$ cat config.mk
export PLATFORM = sky130hd
export DESIGN_NAME = vector_sequencer_flat
export DESIGN_NICKNAME = d
export VERILOG_FILES = /design/src/rtl/vector_sequencer_if.sv /design/src/rtl/vector_sequencer.sv /design/src/flat_wrapper.sv
export SDC_FILE = /design/constraint.sdc
export NUM_CORES = 1
export LEC_CHECK = 0
export BUFFER_PORTS_ARGS = -buffer_cell sky130_fd_sc_hd__buf_2
export CAP_MARGIN = 30
export CELL_PAD_IN_SITES_DETAIL_PLACEMENT = 0
export CELL_PAD_IN_SITES_GLOBAL_PLACEMENT = 1
export CORE_MARGIN = 2
export CORE_UTILIZATION = 30
export CTS_CLUSTER_DIAMETER = 120
export DETAILED_ROUTE_END_ITERATION = 8
export PLACE_DENSITY = 0.66
export SYNTH_ARGS = -nofsm -noshare
export SYNTH_HDL_FRONTEND = slang
export SYNTH_SLANG_ARGS = --single-unit
$ cat constraint.sdc
create_clock -name clk -period 4.7 [get_ports clk]
set_clock_uncertainty 0.05 [all_clocks]
set_input_delay 0.47 -clock clk [delete_from_list [all_inputs] [get_ports clk]]
set_output_delay 0.47 -clock clk [all_outputs]
set_load 0.05 [all_outputs]
$ cat src/rtl/vector_sequencer_if.sv
// Handshake and data bundle between a sweep controller and the sequencer.
// The sequencer takes the slave side; the controller or bench is the master.
`timescale 1ns/1ps
interface vector_sequencer_if #(
  parameter int WIDTH = 4
);
  localparam int N = 1 << WIDTH;

  logic             start;
  logic             abort;
  logic [N-1:0]     exp_map;
  logic             resp_in;
  logic [WIDTH-1:0] vec_out;
  logic             vec_valid;
  logic             busy;
  logic             done;
  logic [N-1:0]     resp_map;
  logic             mismatch;
  logic [WIDTH:0]   err_cnt;

  modport master (
    output start,
    output abort,
    output exp_map,
    output resp_in,
    input  vec_out,
    input  vec_valid,
    input  busy,
    input  done,
    input  resp_map,
    input  mismatch,
    input  err_cnt
  );

  modport slave (
    input  start,
    input  abort,
    input  exp_map,
    input  resp_in,
    output vec_out,
    output vec_valid,
    output busy,
    output done,
    output resp_map,
    output mismatch,
    output err_cnt
  );
endinterface

$ cat src/rtl/vector_sequencer.sv
// Exhaustive stimulus sweep: holds each code for DWELL cycles, captures the
// single-bit response on the last dwell cycle, then scores it against exp_map.
`timescale 1ns/1ps
module vector_sequencer #(
  parameter int WIDTH = 4,
  parameter int DWELL = 5
) (
  input logic               clk,
  input logic               rst_n,
  vector_sequencer_if.slave bus
);
  localparam int N = 1 << WIDTH;
  localparam logic [7:0] LAST_DW = 8'(DWELL - 1);
  localparam logic [WIDTH-1:0] LAST_VEC = '1;

  typedef enum logic [1:0] {
    IDLE,
    RUN,
    DONE
  } state_t;

  state_t           state;
  logic [7:0]       dw_cnt;
  logic [WIDTH-1:0] vec_q;
  logic             valid_q;
  logic             busy_q;
  logic             done_q;
  logic [N-1:0]     resp_q;
  logic             mism_q;
  logic [WIDTH:0]   err_q;

  logic             dw_last;
  logic [N-1:0]     cap_map;
  logic [N-1:0]     diff;
  logic [WIDTH:0]   diff_cnt;

  assign dw_last = (dw_cnt == LAST_DW);

  // Response map as it will look once the current capture lands; scoring
  // uses this so the final vector is included in the DONE-entry result.
  always_comb begin
    cap_map = resp_q;
    cap_map[vec_q] = bus.resp_in;
  end

  // Bit-difference against the expectation and its population count.
  always_comb begin
    diff = cap_map ^ bus.exp_map;
    diff_cnt = '0;
    for (int i = 0; i < N; i++) begin
      diff_cnt = diff_cnt + {{WIDTH{1'b0}}, diff[i]};
    end
  end

  // Sweep FSM with registered outputs; abort wins over everything else.
  always_ff @(posedge clk or negedge rst_n) begin
    if (!rst_n) begin
      state   <= IDLE;
      dw_cnt  <= '0;
      vec_q   <= '0;
      valid_q <= 1'b0;
      busy_q  <= 1'b0;
      done_q  <= 1'b0;
      resp_q  <= '0;
      mism_q  <= 1'b0;
      err_q   <= '0;
    end else if (bus.abort) begin
      state   <= IDLE;
      dw_cnt  <= '0;
      vec_q   <= '0;
      valid_q <= 1'b0;
      busy_q  <= 1'b0;
      done_q  <= 1'b0;
    end else begin
      unique case (state)
        IDLE: begin
          if (bus.start) begin
            state   <= RUN;
            dw_cnt  <= '0;
            vec_q   <= '0;
            valid_q <= 1'b1;
            busy_q  <= 1'b1;
            resp_q  <= '0;
            mism_q  <= 1'b0;
            err_q   <= '0;
          end
        end
        RUN: begin
          if (dw_last) begin
            resp_q <= cap_map;
            dw_cnt <= '0;
            if (vec_q == LAST_VEC) begin
              state   <= DONE;
              vec_q   <= '0;
              valid_q <= 1'b0;
              busy_q  <= 1'b0;
              done_q  <= 1'b1;
              mism_q  <= |diff;
              err_q   <= diff_cnt;
            end else begin
              vec_q <= vec_q + 1'b1;
            end
          end else begin
            dw_cnt <= dw_cnt + 8'd1;
          end
        end
        DONE: begin
          state  <= IDLE;
          done_q <= 1'b0;
        end
        default: begin
          state <= IDLE;
        end
      endcase
    end
  end

  assign bus.vec_out   = vec_q;
  assign bus.vec_valid = valid_q;
  assign bus.busy      = busy_q;
  assign bus.done      = done_q;
  assign bus.resp_map  = resp_q;
  assign bus.mismatch  = mism_q;
  assign bus.err_cnt   = err_q;
endmodule

$ cat src/flat_wrapper.sv
// flat-port wrapper written by rule: the top's interface ports become plain ports
module vector_sequencer_flat 
#(
  parameter int WIDTH = 4,
  parameter int DWELL = 5
)
  (clk, rst_n, bus_start, bus_abort, bus_exp_map, bus_resp_in, bus_vec_out, bus_vec_valid, bus_busy, bus_done, bus_resp_map, bus_mismatch, bus_err_cnt);
  vector_sequencer_if #(.WIDTH(WIDTH)) bus_i ();
  input logic clk;
  input logic rst_n;
  input wire logic [$bits(bus_i.start)-1:0] bus_start;
  input wire logic [$bits(bus_i.abort)-1:0] bus_abort;
  input wire logic [$bits(bus_i.exp_map)-1:0] bus_exp_map;
  input wire logic [$bits(bus_i.resp_in)-1:0] bus_resp_in;
  output wire logic [$bits(bus_i.vec_out)-1:0] bus_vec_out;
  output wire logic [$bits(bus_i.vec_valid)-1:0] bus_vec_valid;
  output wire logic [$bits(bus_i.busy)-1:0] bus_busy;
  output wire logic [$bits(bus_i.done)-1:0] bus_done;
  output wire logic [$bits(bus_i.resp_map)-1:0] bus_resp_map;
  output wire logic [$bits(bus_i.mismatch)-1:0] bus_mismatch;
  output wire logic [$bits(bus_i.err_cnt)-1:0] bus_err_cnt;
  assign bus_i.start = bus_start;
  assign bus_i.abort = bus_abort;
  assign bus_i.exp_map = bus_exp_map;
  assign bus_i.resp_in = bus_resp_in;
  assign bus_vec_out = bus_i.vec_out;
  assign bus_vec_valid = bus_i.vec_valid;
  assign bus_busy = bus_i.busy;
  assign bus_done = bus_i.done;
  assign bus_resp_map = bus_i.resp_map;
  assign bus_mismatch = bus_i.mismatch;
  assign bus_err_cnt = bus_i.err_cnt;
  vector_sequencer #(.WIDTH(WIDTH), .DWELL(DWELL)) u_core (.clk(clk), .rst_n(rst_n), .bus(bus_i));
endmodule
# Word level (Yosys, flattened, before mapping)
# Index checks and enable logic that the tools add are counted.
[totals] reg_bits=38 input_bits=21 output_inout_bits=29
[classes] addsub=17 n_lt_le_gt_ge=2 eq_ne=10 muxes=37 n_bitwise=2 n_reduce_logical=13
[ops] operator="adder 5 x 1 -> 5 bit" n=14
[ops] operator="two-way mux 16 bit" n=2
[ops] operator="case mux 16 bit (2 select lines)" n=1
[ops] operator="two-way mux 8 bit" n=3
[ops] operator="bitwise mux 16 bit" n=1
[ops] operator="two-way mux 4 bit" n=4
[ops] operator="case mux 8 bit (2 select lines)" n=1
[ops] operator="OR reduction 16 bit" n=1
[ops] operator="bitwise XOR 16 bit" n=1
[ops] operator="two-way mux 5 bit" n=3
[ops] operator="two-way mux 1 bit" n=11
[ops] operator="case mux 5 bit (2 select lines)" n=1
[ops] operator="AND reduction 3 bit" n=3
[ops] operator="adder 8 x 1 -> 8 bit (second input constant)" n=1
[ops] operator="equality test 8 x 3 -> 1 bit (second input constant)" n=1
[ops] operator="two-way mux 2 bit" n=4
[ops] operator="case mux 4 bit (2 select lines)" n=1
[ops] operator="AND reduction 4 bit" n=2
[ops] operator="!= test 3 x 2 -> 1 bit (second input constant)" n=2
[ops] operator="case mux 1 bit (2 select lines)" n=3
[ops] operator="nonzero test 3 bit" n=2
[ops] operator="< comparator 4 x 5 -> 1 bit (second input constant)" n=1
[ops] operator="AND reduction 5 bit" n=1
[ops] operator="adder 4 x 1 -> 4 bit (second input constant)" n=1
[ops] operator="15 further kinds" n=16

# Longest topological paths before layout
[logic_depth] ltp_word=24 depth_mapped=17 mapped_depth_nobuf=17

# Least setup slack after synthesis
# No wires, ideal clock.
[synth_timing] kind="flip-flop to flip-flop" from="register u_core.vec_q[0], in the netlist u_core.bus.vec_out[0]" to="register u_core.err_q[1], in the netlist u_core.bus.err_cnt[1]" setup_time_ns=0.121 arrival_ns=5.056 required_ns=4.529 path_slack_ns=-0.527 stages_incl_launch_ff=16 n_path_buf=0 path_cell_list="dfrtp_1 -> inv_1 -> ha_1 -> nand2_1 -> mux2i_1 -> xnor2_1 -> ha_1 -> fa_1 -> fa_1 -> fa_1 -> inv_1 -> fa_1 -> fa_1 -> inv_1 -> fa_1 -> a22o_1"
[synth_via] elab_chain_len=24 word_cells_on_any_way=28 classes_between="add/sub (15); order compare (2); eq/ne (2); mux (6); bitwise (1); reduce/logical (2)"
[synth_rtl] item="from (decl)" line="vector_sequencer.sv:24" rtl="logic [WIDTH-1:0] vec_q;"
[synth_rtl] item="from (signal assigned)" line="vector_sequencer.sv:101" rtl="vec_q <= vec_q + 1'b1;"
[synth_rtl] item="< comparator 4 x 5 -> 1 bit (not written as such) / >= comparator 4 x 1 -> 1 bit (equally long branches)" line="vector_sequencer.sv:43" rtl="cap_map[vec_q] = bus.resp_in;"
[synth_rtl] item="logical AND 1 bit (not written as such)" line="vector_sequencer.sv:43"
[synth_rtl] item="two-way mux 1 bit (not written as such)" line="vector_sequencer.sv:43"
[synth_rtl] item="demux 1 bit (select 4 bit)"
[synth_rtl] item="bitwise mux 16 bit" line="vector_sequencer.sv:43"
[synth_rtl] item="bitwise XOR 16 bit" line="vector_sequencer.sv:48" rtl="diff = cap_map ^ bus.exp_map;"
[synth_rtl] item="adder 1 x 1 -> 2 bit" line="vector_sequencer.sv:51" rtl="diff_cnt = diff_cnt + {{WIDTH{1'b0}}, diff[i]};"
[synth_rtl] item="adder 5 x 1 -> 5 bit (14 in a row)" line="vector_sequencer.sv:51"
[synth_rtl] item="two-way mux 5 bit" line="vector_sequencer.sv:92" rtl="if (vec_q == LAST_VEC) begin"
[synth_rtl] item="two-way mux 5 bit" line="vector_sequencer.sv:89" rtl="if (dw_last) begin"
[synth_rtl] item="case mux 5 bit (2 select lines)" line="vector_sequencer.sv:75" rtl="unique case (state)"
[synth_rtl] item="to (signal assigned)" line="vector_sequencer.sv:99" rtl="err_q <= diff_cnt;"
[synth_rtl] item="to (decl)" line="vector_sequencer.sv:30" rtl="logic [WIDTH:0] err_q;"
# Several ways; a longest one is shown, not always the timed one. The select of a mux whose other input is x is not followed.
# A chain may end at the register's enable or synchronous reset.

# Worst setup path in the final report
# Same ends and word-level chain as after synthesis.

==> results_dict.tcl <==
set metrics [dict create \
    tns_ns 0 \
    area_growth_pct 26.3 \
    vias_per_cell 4.93 \
    postSynthCellCount 274 \
    coreArea_um2 8640 \
    syn_area_um2 2650 \
    dp.cells 426 \
    place_congestion 0.777 \
    die-area_um2 9600 \
    hold_viol 0 \
    die_y_um 98.0 \
    drv_slew 0 \
    fin_cells 450 \
    initial_core_util_pct 30.7 \
    gr-usage-met2_pct 24.9 \
    cellLeakagePower_uw 0.00170 \
    htree_levels 2 \
    dr.pass1.iters 4 \
    drtIter0Drc 113 \
    yosysUniqueCellTypes 38 \
    remaining_drc_errors 0 \
    cts_buffer_depth 2 \
    floorplan.die.width_um 98.0 \
    crit_required_ns 4.84 \
    grt_pass1_vias 2285 \
    numCtsBuffers 5 \
    fillerInstances 878 \
    synthFlopType "dfrtp_1" \
    place.port_buffers 49 \
    finalCritPeriodShare_pct 98.1 \
    swShare_pct 32.8 \
    synth.avg_cell_area_um2 9.67 \
    slowest_delay_ns 0.51 \
    p_clk_share_pct 30.1 \
    wl_per_cell_um 16.3 \
    critical_path.cell_chain "buf_6 -> ha_4 -> nand2_4 -> mux2i_4 -> xnor2_2 -> ha_1 -> fa_1 -> fa_2 -> fa_1 -> inv_1 -> fa_1 -> fa_2 -> inv_2 -> fa_2 -> a22o_1" \
    finalCoreUtilization_pct 38.7 \
    reg2reg_to "u_core.bus.err_cnt[1]" \
    synth-seq-cells 38 \
    nNetsFinal 385 \
    dp_hpwl_um 5280 \
    vdd_ir_drop_max_v 0.000119 \
    cts_sinks 38 \
    cts_hold_buf 0 \
    clk_pin_slew_ns 0.08 \
    yosysSeqAreaShare_pct 35.9 \
    ys_top_cells_by_area "dfrtp_1, fa_1, o21ai_0" \
    met3_usage_pct 3.36 \
    cp.arrival_ns 4.75 \
    grt_pass1_wl_um 12300 \
    hold_class "input port to asynchronous set/reset pin" \
    fin_total_pwr_uw 823 \
    critPathKind "register to register" \
    period_minus_slack_ns 4.61 \
    gr-usage-met1_pct 22.9 \
    pwr-share-comb_pct 29.7 \
    clk_latency_ns 0.30 \
    cts_root_buf "clkbuf_8" \
    yosys.area.top_type_share_pct 35.9 \
    diodes 0 \
    grt_max_degree 39 \
    yosys.area.top_type "dfrtp_1" \
    start_kind "register" \
    cts_tree "built" \
    power.internal_uw 554 \
    reg2regPathDepth 15 \
    slowest_stage "fa_1" \
    power_density_nw_per_um2 246 \
    pin_count 50 \
    tightest_slew_ns 1.04 \
    outcome "completed" \
    r2r_start "u_core.bus.vec_out[0]" \
    track_usage_pct 15.9 \
    seq_power_share_pct 40.2 \
    ys_warn_count 0 \
    rsz0062_at_grt "yes" \
    synth_edf_count 0 \
    grt-busiest-layer "met2" \
    max-slew-margin-rel_pct 30.4 \
    antenna_found_initial 0 \
    grt_overflow 0 \
    syn_nets 318 \
    drive_above_1_share_pct 33.3 \
    power_switching_uw 270 \
    setup_viol 0 \
    wl_um 7320 \
    rrSetupSlack_ns 0.09 \
    async_flop_share_pct 100 \
    ant_nets 0 \
    fmax_mhz 217 \
    cp-end-kind "register" \
    row_count 34 \
    max-cap-violations 0 \
    critPathMaxFanout 2 \
    vias 2218 \
]
state kept, by name (all words and copies together) (netlist names):
| signal | count |
|---|---|
| u_core.dw_cnt | 8 |
| u_core.bus.vec_out | 4 |
| u_core.bus.mismatch | 1 |
| u_core.bus.done | 1 |
| u_core.bus.err_cnt | 5 |
| u_core.bus.resp_map | 16 |
| u_core.state | 2 |
| u_core.bus.vec_valid | 1 |
power groups by stage:
stage               logic [uW]  registers (uW)  clock network [uW]
floorplan                  171             341                   0
global placement           227             338                   0
detailed placement         234             338                   0
CTS                        241             332                 258
global route               287             332                 271
finish                     244             331                 248
worst max-delay path by stage:
stage / from / endpoint / slack (ns) / cells past startpoint
floorplan: u_core.bus.vec_out[2] / u_core.bus.err_cnt[1] / 0.07 / 15
global placement: u_core.bus.vec_out[0] / u_core.bus.err_cnt[1] / 0.02 / 15
detailed placement: u_core.bus.vec_out[0] / u_core.bus.err_cnt[4] / -0.02 / 16
CTS: u_core.bus.vec_out[1] / u_core.bus.err_cnt[4] / 0.01 / 16
global route: u_core.bus.vec_out[0] / u_core.bus.err_cnt[1] / -0.03 / 15
finish: u_core.bus.vec_out[0] / u_core.bus.err_cnt[1] / 0.09 / 15
synth_stat cells, types with 2 or more instances:
cell type	instances
and3_2	2
nor2_1	12
and4_1	2
a21oi_1	17
nand3b_1	2
o21bai_1	2
buf_6	3
nor2b_1	3
xor2_1	12
dfrtp_1	38
nand4_1	2
a22o_1	4
nor4_1	2
mux2i_1	16
a21o_1	2
and3_1	4
inv_1	18
ha_1	13
nor4b_2	2
xnor2_1	13
buf_4	3
nand2b_1	2
fa_1	10
clkbuf_1	4
nand2_1	21
nand3_1	12
a41oi_1	2
o21ai_0	39
buf_2	3
layout make-up:
type / count / area (um2) / area share [%]
Clock buffer: 6 / 82.6 / 2.47
Clock inverter: 2 / 12.5 / 0.374
Inverter: 18 / 70.1 / 2.09
Multi-Input combinational cell: 204 / 1650 / 49.4
Sequential cell: 38 / 956 / 28.6
Tap cell: 108 / 135 / 4.04
Timing Repair Buffer: 74 / 437 / 13.1
worst max-delay path, delay by kind of cell (launching register included):
kind / cells / cell delay, ns
AO/OA/AOI/OAI: 1 / 0.21
XOR/XNOR: 1 / 0.15
adder cells (fa/ha/maj): 8 / 3.10
buffers and inverters: 3 / 0.25
flip-flops: 1 / 0.44
multiplexers: 1 / 0.23
AND/OR/NAND/NOR: 1 / 0.08
layout by cell type (no fill, tap or decap), types with 3 or more instances in the layout:
| cell type | instances |
|---|---|
| buf_2 | 49 |
| o21ai_0 | 39 |
| dfrtp_1 | 34 |
| buf_4 | 24 |
| nand2_1 | 19 |
| a21oi_1 | 17 |
| inv_1 | 15 |
| nand3_1 | 12 |
| xor2_1 | 12 |
| nor2_1 | 12 |
| mux2i_1 | 11 |
| ha_1 | 10 |
| xnor2_1 | 9 |
| fa_1 | 7 |
| clkbuf_8 | 6 |
| mux2i_2 | 4 |
| xnor2_2 | 4 |
| and3_1 | 4 |
| a22o_1 | 4 |
| dfrtp_2 | 4 |
| nor2b_1 | 3 |
| fa_2 | 3 |
| ha_4 | 3 |
routing by layer:
layer | vias to the layer above | wire, um
li1 | 1079 | -
met1 | 1074 | 3520
met2 | 57 | 3400
met3 | 8 | 302
met4 | 0 | 91
met5 | - | 0
cell families (layout without fill, tap and decap cells):
logic type      after synthesis  after routing  share of synthesized area [%]
simple gates                 72             72                           15.8
compound gates               68             68                           14.4
flops                        38             38                           35.9
buf+inv                      32            100                           6.00
xor+xnor                     25             25                           8.26
fa+ha+maj                    23             23                           13.7
mux                          16             16                           6.04
repair_timing:
action / CTS / global route
pin swaps: 1 / 4
resized for setup: 0 / 15
endpoints found under the hold margin: 0 / 0
setup buffers: 8 / 8
endpoints found under the setup margin: 2 / 4
metrics by stage:
stage | cell area (um2) | hold WS (ns) | worst slack (ns)
after floorplan | 2700 | 0.124 | 0.0657
after global placement | 3050 | 0.428 | 0.0218
after detailed placement | 3050 | 0.419 | -0.0234
after CTS | 3200 | 0.293 | 0.0147
after global routing | 3350 | 0.316 | -0.0308
final | 3350 | 0.255 | 0.0914
No activity file was read; power rests on OpenSTA's default activity.
